`src/rtl/prg_loader_if.sv`:
```
// Byte stream in plus myc64 ext write port out; master = loader side, slave = host/core side.
interface prg_loader_if;
  logic [7:0]  s_data;
  logic        s_valid;
  logic        s_last;
  logic        s_ready;
  logic        ext_we;
  logic [15:0] ext_addr;
  logic [7:0]  ext_data;
  logic        ext_ready;

  modport master (
    input  s_data, s_valid, s_last, ext_ready,
    output s_ready, ext_we, ext_addr, ext_data
  );

  modport slave (
    output s_data, s_valid, s_last, ext_ready,
    input  s_ready, ext_we, ext_addr, ext_data
  );
endinterface

```
`src/rtl/prg_loader.sv`:
```
// PRG stream loader: one held ext write per payload byte (done on ready pulse); stream stalled while a write is open.
// MYC64_PRG_LOADER_PATCH_PTRS_EN adds six zero-page pointer writes (VARTAB/ARYTAB/STREND) after the payload.
module prg_loader #(
  parameter bit          HEADER     = 1'b1,
  parameter logic [15:0] BASE_ADDR  = 16'h0801,
  parameter logic [15:0] PATCH_ADDR = 16'h002D
) (
  input  logic         clk,
  input  logic         rst_n,
  input  logic         i_start,
  prg_loader_if.master bus,
  output logic         o_busy,
  output logic         o_done,
  output logic         o_error,
  output logic [15:0]  o_end_addr
);

  localparam logic [2:0] IDLE    = 3'd0;
  localparam logic [2:0] ADDR_LO = 3'd1;
  localparam logic [2:0] ADDR_HI = 3'd2;
  localparam logic [2:0] FETCH   = 3'd3;
  localparam logic [2:0] WRITE   = 3'd4;
  localparam logic [2:0] FINISH  = 3'd5;
`ifdef MYC64_PRG_LOADER_PATCH_PTRS_EN
  localparam logic [2:0] PATCH   = 3'd6;
  localparam logic [2:0] TAIL    = PATCH;
`else
  localparam logic [2:0] TAIL    = FINISH;
`endif

  logic [2:0]  state;
  logic [15:0] addr;
  logic [15:0] ext_addr;
  logic [7:0]  ext_data;
  logic        ext_we;
  logic        last_flag;
  logic        busy;
  logic        done;
  logic        error;
  logic [15:0] end_addr;
  logic        hs;
`ifdef MYC64_PRG_LOADER_PATCH_PTRS_EN
  logic [2:0]  patch_cnt;
  logic        in_patch;
`endif

  assign bus.s_ready  = (state == ADDR_LO) || (state == ADDR_HI) || (state == FETCH);
  assign hs           = bus.s_valid & bus.s_ready;
  assign bus.ext_we   = ext_we;
  assign bus.ext_addr = ext_addr;
  assign bus.ext_data = ext_data;
  assign o_busy       = busy;
  assign o_done       = done;
  assign o_error      = error;
  assign o_end_addr   = end_addr;

  always_ff @(posedge clk or negedge rst_n) begin
    if (!rst_n) begin
      state     <= IDLE;
      addr      <= BASE_ADDR;
      ext_addr  <= 16'h0000;
      ext_data  <= 8'h00;
      ext_we    <= 1'b0;
      last_flag <= 1'b0;
      busy      <= 1'b0;
      done      <= 1'b0;
      error     <= 1'b0;
      end_addr  <= 16'h0000;
`ifdef MYC64_PRG_LOADER_PATCH_PTRS_EN
      patch_cnt <= 3'd0;
      in_patch  <= 1'b0;
`endif
    end else begin
      done <= 1'b0;
      case (state)
        IDLE: begin
          if (i_start) begin
            error    <= 1'b0;
            end_addr <= 16'h0000;
            busy     <= 1'b1;
`ifdef MYC64_PRG_LOADER_PATCH_PTRS_EN
            patch_cnt <= 3'd0;
            in_patch  <= 1'b0;
`endif
            if (HEADER) begin
              state <= ADDR_LO;
            end else begin
              addr  <= BASE_ADDR;
              state <= FETCH;
            end
          end
        end
        ADDR_LO: begin
          if (hs) begin
            addr[7:0] <= bus.s_data;
            if (bus.s_last) begin
              // stream ended inside the header: abort without a done pulse
              error <= 1'b1;
              busy  <= 1'b0;
              state <= IDLE;
            end else begin
              state <= ADDR_HI;
            end
          end
        end
        ADDR_HI: begin
          if (hs) begin
            addr[15:8] <= bus.s_data;
            if (bus.s_last) begin
              end_addr <= {bus.s_data, addr[7:0]};
              state    <= TAIL;
            end else begin
              state <= FETCH;
            end
          end
        end
        FETCH: begin
          if (hs) begin
            ext_data  <= bus.s_data;
            ext_addr  <= addr;
            last_flag <= bus.s_last;
            ext_we    <= 1'b1;
            state     <= WRITE;
          end
        end
        WRITE: begin
          // addr/data registers are untouched here, so they hold until ready
          if (bus.ext_ready) begin
            ext_we <= 1'b0;
`ifdef MYC64_PRG_LOADER_PATCH_PTRS_EN
            if (in_patch) begin
              patch_cnt <= patch_cnt + 3'd1;
              state     <= (patch_cnt == 3'd5) ? FINISH : PATCH;
            end else
`endif
            begin
              addr <= addr + 16'd1;
              if (last_flag) begin
                end_addr <= addr + 16'd1;
                state    <= TAIL;
              end else begin
                state <= FETCH;
              end
            end
          end
        end
`ifdef MYC64_PRG_LOADER_PATCH_PTRS_EN
        PATCH: begin
          ext_addr <= PATCH_ADDR + {13'd0, patch_cnt};
          ext_data <= patch_cnt[0] ? end_addr[15:8] : end_addr[7:0];
          ext_we   <= 1'b1;
          in_patch <= 1'b1;
          state    <= WRITE;
        end
`endif
        FINISH: begin
          done  <= 1'b1;
          busy  <= 1'b0;
          state <= IDLE;
        end
        default: state <= IDLE;
      endcase
    end
  end

endmodule

```
`src/flat_wrapper.sv`:
```
// flat-port wrapper written by rule: the top's interface ports become plain ports
module prg_loader_flat 
#(
  parameter bit          HEADER     = 1'b1,
  parameter logic [15:0] BASE_ADDR  = 16'h0801,
  parameter logic [15:0] PATCH_ADDR = 16'h002D
)
  (clk, rst_n, i_start, o_busy, o_done, o_error, o_end_addr, bus_s_data, bus_s_valid, bus_s_last, bus_ext_ready, bus_s_ready, bus_ext_we, bus_ext_addr, bus_ext_data);
  prg_loader_if bus_i ();
  input  logic clk;
  input  logic rst_n;
  input  logic i_start;
  output logic o_busy;
  output logic o_done;
  output logic o_error;
  output logic [15:0] o_end_addr;
  input wire logic [$bits(bus_i.s_data)-1:0] bus_s_data;
  input wire logic [$bits(bus_i.s_valid)-1:0] bus_s_valid;
  input wire logic [$bits(bus_i.s_last)-1:0] bus_s_last;
  input wire logic [$bits(bus_i.ext_ready)-1:0] bus_ext_ready;
  output wire logic [$bits(bus_i.s_ready)-1:0] bus_s_ready;
  output wire logic [$bits(bus_i.ext_we)-1:0] bus_ext_we;
  output wire logic [$bits(bus_i.ext_addr)-1:0] bus_ext_addr;
  output wire logic [$bits(bus_i.ext_data)-1:0] bus_ext_data;
  assign bus_i.s_data = bus_s_data;
  assign bus_i.s_valid = bus_s_valid;
  assign bus_i.s_last = bus_s_last;
  assign bus_i.ext_ready = bus_ext_ready;
  assign bus_s_ready = bus_i.s_ready;
  assign bus_ext_we = bus_i.ext_we;
  assign bus_ext_addr = bus_i.ext_addr;
  assign bus_ext_data = bus_i.ext_data;
  prg_loader #(.HEADER(HEADER), .BASE_ADDR(BASE_ADDR), .PATCH_ADDR(PATCH_ADDR)) u_core (.clk(clk), .rst_n(rst_n), .i_start(i_start), .bus(bus_i), .o_busy(o_busy), .o_done(o_done), .o_error(o_error), .o_end_addr(o_end_addr));
endmodule
```
`config.mk`:
```
export PLATFORM = sky130hd
export DESIGN_NAME = prg_loader_flat
export DESIGN_NICKNAME = d
export VERILOG_FILES = /design/src/rtl/prg_loader_if.sv /design/src/rtl/prg_loader.sv /design/src/flat_wrapper.sv
export SDC_FILE = /design/constraint.sdc
export NUM_CORES = 1
export LEC_CHECK = 0
export ABC_CLOCK_PERIOD_IN_PS = 2400
export CAP_MARGIN = 5
export CORE_MARGIN = 5
export CORE_UTILIZATION = 50
export DETAILED_ROUTE_END_ITERATION = 10
export PLACE_DENSITY = 0.76
export SYNTH_ARGS = -nofsm -noshare
export SYNTH_HDL_FRONTEND = slang
export SYNTH_SLANG_ARGS = --single-unit
```
`constraint.sdc`:
```
create_clock -name clk -period 2.4 [get_ports clk]
set_input_delay 0.48 -clock clk [delete_from_list [all_inputs] [get_ports clk]]
set_output_delay 0.48 -clock clk [all_outputs]
set_load 0.05 [all_outputs]
```
# --- After elaboration in Yosys (flattened, before gate mapping) ---
# Index checks and enable logic that the tools add are counted.
word_totals:
  inputBits: 14
  word_cells: 74
  output_inout_bits: 45
  regBits: 64
op_classes:
  addsub: 1
  eq_ne: 13
  bitwise: 1
  muxes: 31
  n_reduce_logical: 17
ops:
  columns: ["operator", "n"]
  rows:
  - ["$mux W16", 6]
  - ["$pmux W16 S3", 1]
  - ["$pmux W8 S2", 2]
  - ["$mux W3", 7]
  - ["$add A16 B1 Y16 const B", 1]
  - ["$pmux W3 S5", 1]
  - ["$mux W1", 9]
  - ["$reduce_and A3 Y1", 3]
  - ["$mux W8", 1]
  - ["$ne A2 B1 Y1 const B", 4]
  - ["$ne A2 B2 Y1 const B", 4]
  - ["$reduce_and A4 Y1", 2]
  - ["$reduce_bool A2 Y1", 4]
  - ["$eq A3 B2 Y1 const B", 2]
  - ["$eq A3 B3 Y1 const B", 2]
  - ["$reduce_and A6 Y1", 1]
  - ["$reduce_bool A3 Y1", 2]
  - ["$reduce_and A5 Y1", 1]
  - ["$pmux W1 S2", 2]
  - ["$eq A3 B1 Y1 const B", 1]
  - ["$logic_not A3 Y1", 1]
  - ["$pmux W1 S3", 1]
  - ["$logic_or A1 B1 Y1", 2]
  - ["$mux W2", 1]
  - ["other kinds (2)", 2]

# --- Longest topological paths before layout ---
depth:
  depth_word: 6
  mapped_depth: 8
  ltp_nobuf: 5

# --- Least setup slack after synthesis ---
# OpenSTA, ideal clock, no wires.
synth_path:
  path_type: "reg2out"
  start: "reg u_core.state[0]"
  end: "out bus_s_ready"
  arrival_ps: 1519
  slack_ps: 401
  path_buffers: 2
  stages_incl_launch_ff: 5
  required_ps: 1920
  cell_sequence: "dfrtp_1 > buf_6 > clkbuf_1 > nor2_1 > nor2_1"
synth_via:
  elab_chain_len: 3
  elab_cells_between_ends: 5
  classes_between: "eq/ne: 3; reduce/logical: 2"
synth_rtl:
  columns: ["item", "line_no", "source"]
  rows:
  - ["from (decl)", "prg_loader.sv:31", "logic [2:0] state;"]
  - ["from (signal assigned)", "prg_loader.sv:59", "state <= IDLE;"]
  - ["from (signal assigned)", "prg_loader.sv:86", "state <= ADDR_LO;"]
  - ["from (signal assigned)", "prg_loader.sv:89", "state <= FETCH;"]
  - ["$eq A3 B1 Y1 / $eq A3 B2 Y1 (equally long branches)", "prg_loader.sv:47", "assign bus.s_ready = (state == ADDR_LO) || (state == ADDR_HI) || (state == FETCH);"]
  - ["$logic_or A1 B1 Y1", "prg_loader.sv:47", null]
  - ["$logic_or A1 B1 Y1 *", "prg_loader.sv:47", null]
  - ["to (decl)", "flat_wrapper.sv:21", "output wire logic [$bits(bus_i.s_ready)-1:0] bus_s_ready;"]
# Mark *: on every way between the ends. The rest lies on a longest branch, timed or not.

# --- Final worst setup path ---
layout_path:
  start: "reg u_core.addr[0]"
  end: "reg u_core.addr[14]"
layout_via:
  elab_chain_len: 3
layout_rtl:
  columns: ["item", "line_no", "source"]
  rows:
  - ["from (decl)", "prg_loader.sv:32", "logic [15:0] addr;"]
  - ["from (signal assigned)", "prg_loader.sv:95", "addr[7:0] <= bus.s_data;"]
  - ["from (signal assigned)", "prg_loader.sv:137", "addr <= addr + 16'd1;"]
  - ["$add A16 B1 Y16", "prg_loader.sv:137", null]
  - ["$mux W16", "prg_loader.sv:128", "if (bus.ext_ready) begin"]
  - ["$pmux W8 S2", "prg_loader.sv:75", "case (state)"]
# Every way passes these cells. The select of a mux whose other input is x is not followed.
# A chain may end at the register's enable or synchronous reset.

==> metrics.md <==
| Metric | Value |
|---|---|
| Clk_lat worst skew | `0.35 ns` |
| DR WL/cell | `17.99 microns` |
| Critical path class | `reg2reg` |
| Die height | `91.53 microns` |
| GRT overflow | `0` |
| Mapped Cells | `331` |
| Final Worst Setup Slack | `0.3386 ns` |
| Worst Skew | `0.01018 ns` |
| DP Worst Slack | `0.2406 ns` |
| Drt pass-1 iters | `5` |
| Buffers added on ports | `58` |
| Part of the cycle the worst path needs | `85.89%` |
| Footprint of the multi-input gates | `0.001567 sq mm` |
| Fmax | `485.1 MHz` |
| Final hold vios | `0` |
| Crit path arrival time | `2.29 ns` |
| Synthesized area per cell | `10.04 sq um` |
| Cell variety after synth | `54` |
| Share of layout cells above drive strength 1 | `16.62%` |
| Core region area | `0.006422 sq mm` |
| Sw Ratio | `48.23%` |
| Worst hold slack | `0.1033 ns` |
| Gr usage total | `21.66%` |
| Filler Cells Inserted | `553` |
| Max IR drop VDD | `0.9175 mV` |
| P&R area growth vs syn | `26.17%` |
| First-pass GRT wire length | `14510 microns` |
| Yosys warning count | `0` |
| Run status | `complete, no violations` |
| Number of enable flip-flop cells after synthesis | `0` |
| Setup bufs post-CTS | `0` |
| DIE AREA | `0.008377 sq mm` |
| Vias in the first global route | `2870` |
| Die Width | `91.53 microns` |
| TritonCTS clock tree | `built` |
| Crit. End Element | `flip-flop` |
| Post-detail-place hpwl | `6080 microns` |
| RSZ-0062 raised after global routing | `false` |
| Antenna cells | `0` |
| Maxcap violations | `0` |
| Synth Cell Area | `0.003323 sq mm` |
| Worst Max-Slew Pin Slew | `0.5324 ns` |
| Hold/Removal Path Class | `in2async` |
| P_int | `3462 uW` |
| Reg clk slew, reported paths | `0.07 ns` |
| Gate power share | `55.8%` |
| TNS Setup | `0 ns` |
| Pwr dens | `1595 mW/mm^2` |
| Starting Density | `51.74%` |
| Post-CTS sizing | `0` |
| Synth Flop Type | `dfrtp_1` |
| Final RePlAce weighted congestion | `0.8227` |
| Syn_nets | `346` |
| Vias per std cell | `6.002` |
| Worst EP required | `2.63 ns` |
| Routed Antenna Nets | `0` |
| Async set or reset register ratio after synthesis | `100.0%` |
| Final Max Slew Viols | `0` |
| Fin nets | `407` |
| Reg power frac | `31.3%` |
| Crit Path Max Fanout | `8` |
| CTS sink count | `64` |
| H-tree levels | `3` |
| Final Setup Violations | `0` |
| Largest net degree at the start of global routing | `32` |
| Crit path launch type | `flip-flop` |
| FF/Latch Area | `0.001604 sq mm` |
| Starting DRT DRC Count | `190` |
| Drt drc | `0` |
| Lkg Pwr | `0.001703 uW` |
| CTS max path bufs | `2` |
| Wirelength, routed | `8529 microns` |
| Vias | `2845` |
| Relative slew margins | `64.51%` |
| Yosys reg bits | `64` |
| Utilization after layout | `65.28%` |
| Clock power frac | `13.0%` |
| I/O pin count | `59` |
| Row cnt | `29` |
| Min cycle time layout | `2.061 ns` |
| Sequential cell area fraction in the yosys report | `48.27%` |
| Cts bufs inserted | `9` |
| P_sw | `3225 uW` |
| Initial antenna violation count | `0` |
| CTS root buffer | `clkbuf_8` |
| Post-CTS Hold Buffers | `0` |
cell type report:
| class | instances | share of cell area [%] |
|---|---|---|
| Tap cell | 77 | 2.298 |
| Multi-Input combinational cell | 233 | 37.36 |
| Clock buffer | 16 | 4.297 |
| Timing Repair Buffer | 78 | 17.25 |
| Inverter | 6 | 0.5372 |
| Sequential cell | 64 | 38.26 |
registers in the layout (all words and copies together) (netlist names):
register,cells
u_core.addr,16
u_core.bus.ext_addr,16
u_core.o_end_addr,16
u_core.bus.ext_data,8
u_core.state,3
u_core.bus.ext_we,1
u_core.last_flag,1
u_core.o_busy,1
u_core.o_done,1
u_core.o_error,1
routing by layer:
metal,vias up,global-route usage (%),wire length (microns)
met5,-,0,0
met4,0,8.040,124
met3,12,6.281,551
met2,103,33.23,4127
met1,1382,29.09,3725
li1,1348,-,-
layout by cell type (no fill, tap or decap), types with 5 or more instances in the layout:
master,instances
a21o_1,5
a21oi_1,20
a31oi_1,18
buf_4,21
clkbuf_8,12
clkdlybuf4s50_1,56
dfrtp_1,62
inv_1,6
mux2_1,7
mux2_2,18
mux2i_1,7
nand2_1,24
nand3_1,9
nand4_1,5
nor2_1,15
nor3_1,19
o21ai_0,22
kinds of logic (layout without fill, tap and decap cells):
family / after synthesis / after routing / synth area share, %
simple gates: 103 / 103 / 17.28
fa+ha+maj: 1 / 1 / 0.3764
mux: 32 / 32 / 10.58
compound gates: 95 / 95 / 18.37
xor+xnor: 2 / 2 / 0.5272
flops: 64 / 64 / 48.27
buf+inv: 34 / 100 / 4.593
critical path, stage by stage (launching register included):
cell and delay [ns]:
dfstp_2 0.61, ha_1 0.24, nand3_1 0.27, nor4_2 0.51, a21oi_1 0.12, o22a_1 0.21
synth_stat cells, types with 3 or more instances:
master | number | area share, %
dfrtp_1 | 62 | 47
nand2_1 | 24 | 2.7
o21ai_0 | 22 | 3.3
a21oi_1 | 20 | 3.0
nor3_1 | 19 | 2.9
a31oi_1 | 18 | 3.4
mux2_2 | 18 | 6.1
nor2_1 | 15 | 1.7
buf_2 | 14 | 2.1
clkbuf_1 | 13 | 1.5
nand3_1 | 9 | 1.4
mux2_1 | 7 | 2.4
mux2i_1 | 7 | 2.1
inv_1 | 6 | 0.68
a21o_1 | 5 | 1.1
nand4_1 | 5 | 0.94
a2bb2oi_1 | 4 | 1.1
and2_1 | 4 | 0.75
and3_1 | 4 | 0.75
nand3b_1 | 4 | 0.90
nor4_2 | 3 | 1.1
o211ai_1 | 3 | 0.68
final timing paths:
path / cells past startpoint / start / to / slack [ns]
max: 5 / u_core.addr[0] / u_core.addr[14] / 0.34
min: 1 / rst_n / u_core.o_end_addr[9] / 0.10
max reg2reg: 5 / u_core.addr[0] / u_core.addr[14] / 0.34
min reg2reg: 2 / u_core.bus.ext_addr[2] / u_core.bus.ext_addr[2] / 0.48
max in group asynchronous: 2 / rst_n / u_core.bus.ext_addr[14] / 1.57
min in group clk: 2 / u_core.bus.ext_addr[2] / u_core.bus.ext_addr[2] / 0.48
per-stage QoR:
stage                     std cells  total power, uW  cell area (sq um)
after CTS                       474             6721               4193
after floorplan                 331             4623               3323
after detailed placement        458             5841               4013
after global routing            474             7094               4193
after global placement          458             5753               4013
final                           474             6687               4193
power by group through the flow:
stage          Sequential [uW]  Clock, uW  Combinational [uW]
2_1_floorplan             3180          0                1440
3_3_place_gp              2070          0                3680
3_5_place_dp              2100          0                3740
4_1_cts                   2090        887                3750
5_1_grt                   2180        950                3970
6_report                  2090        866                3730
No activity file was read; power rests on OpenSTA's default activity.
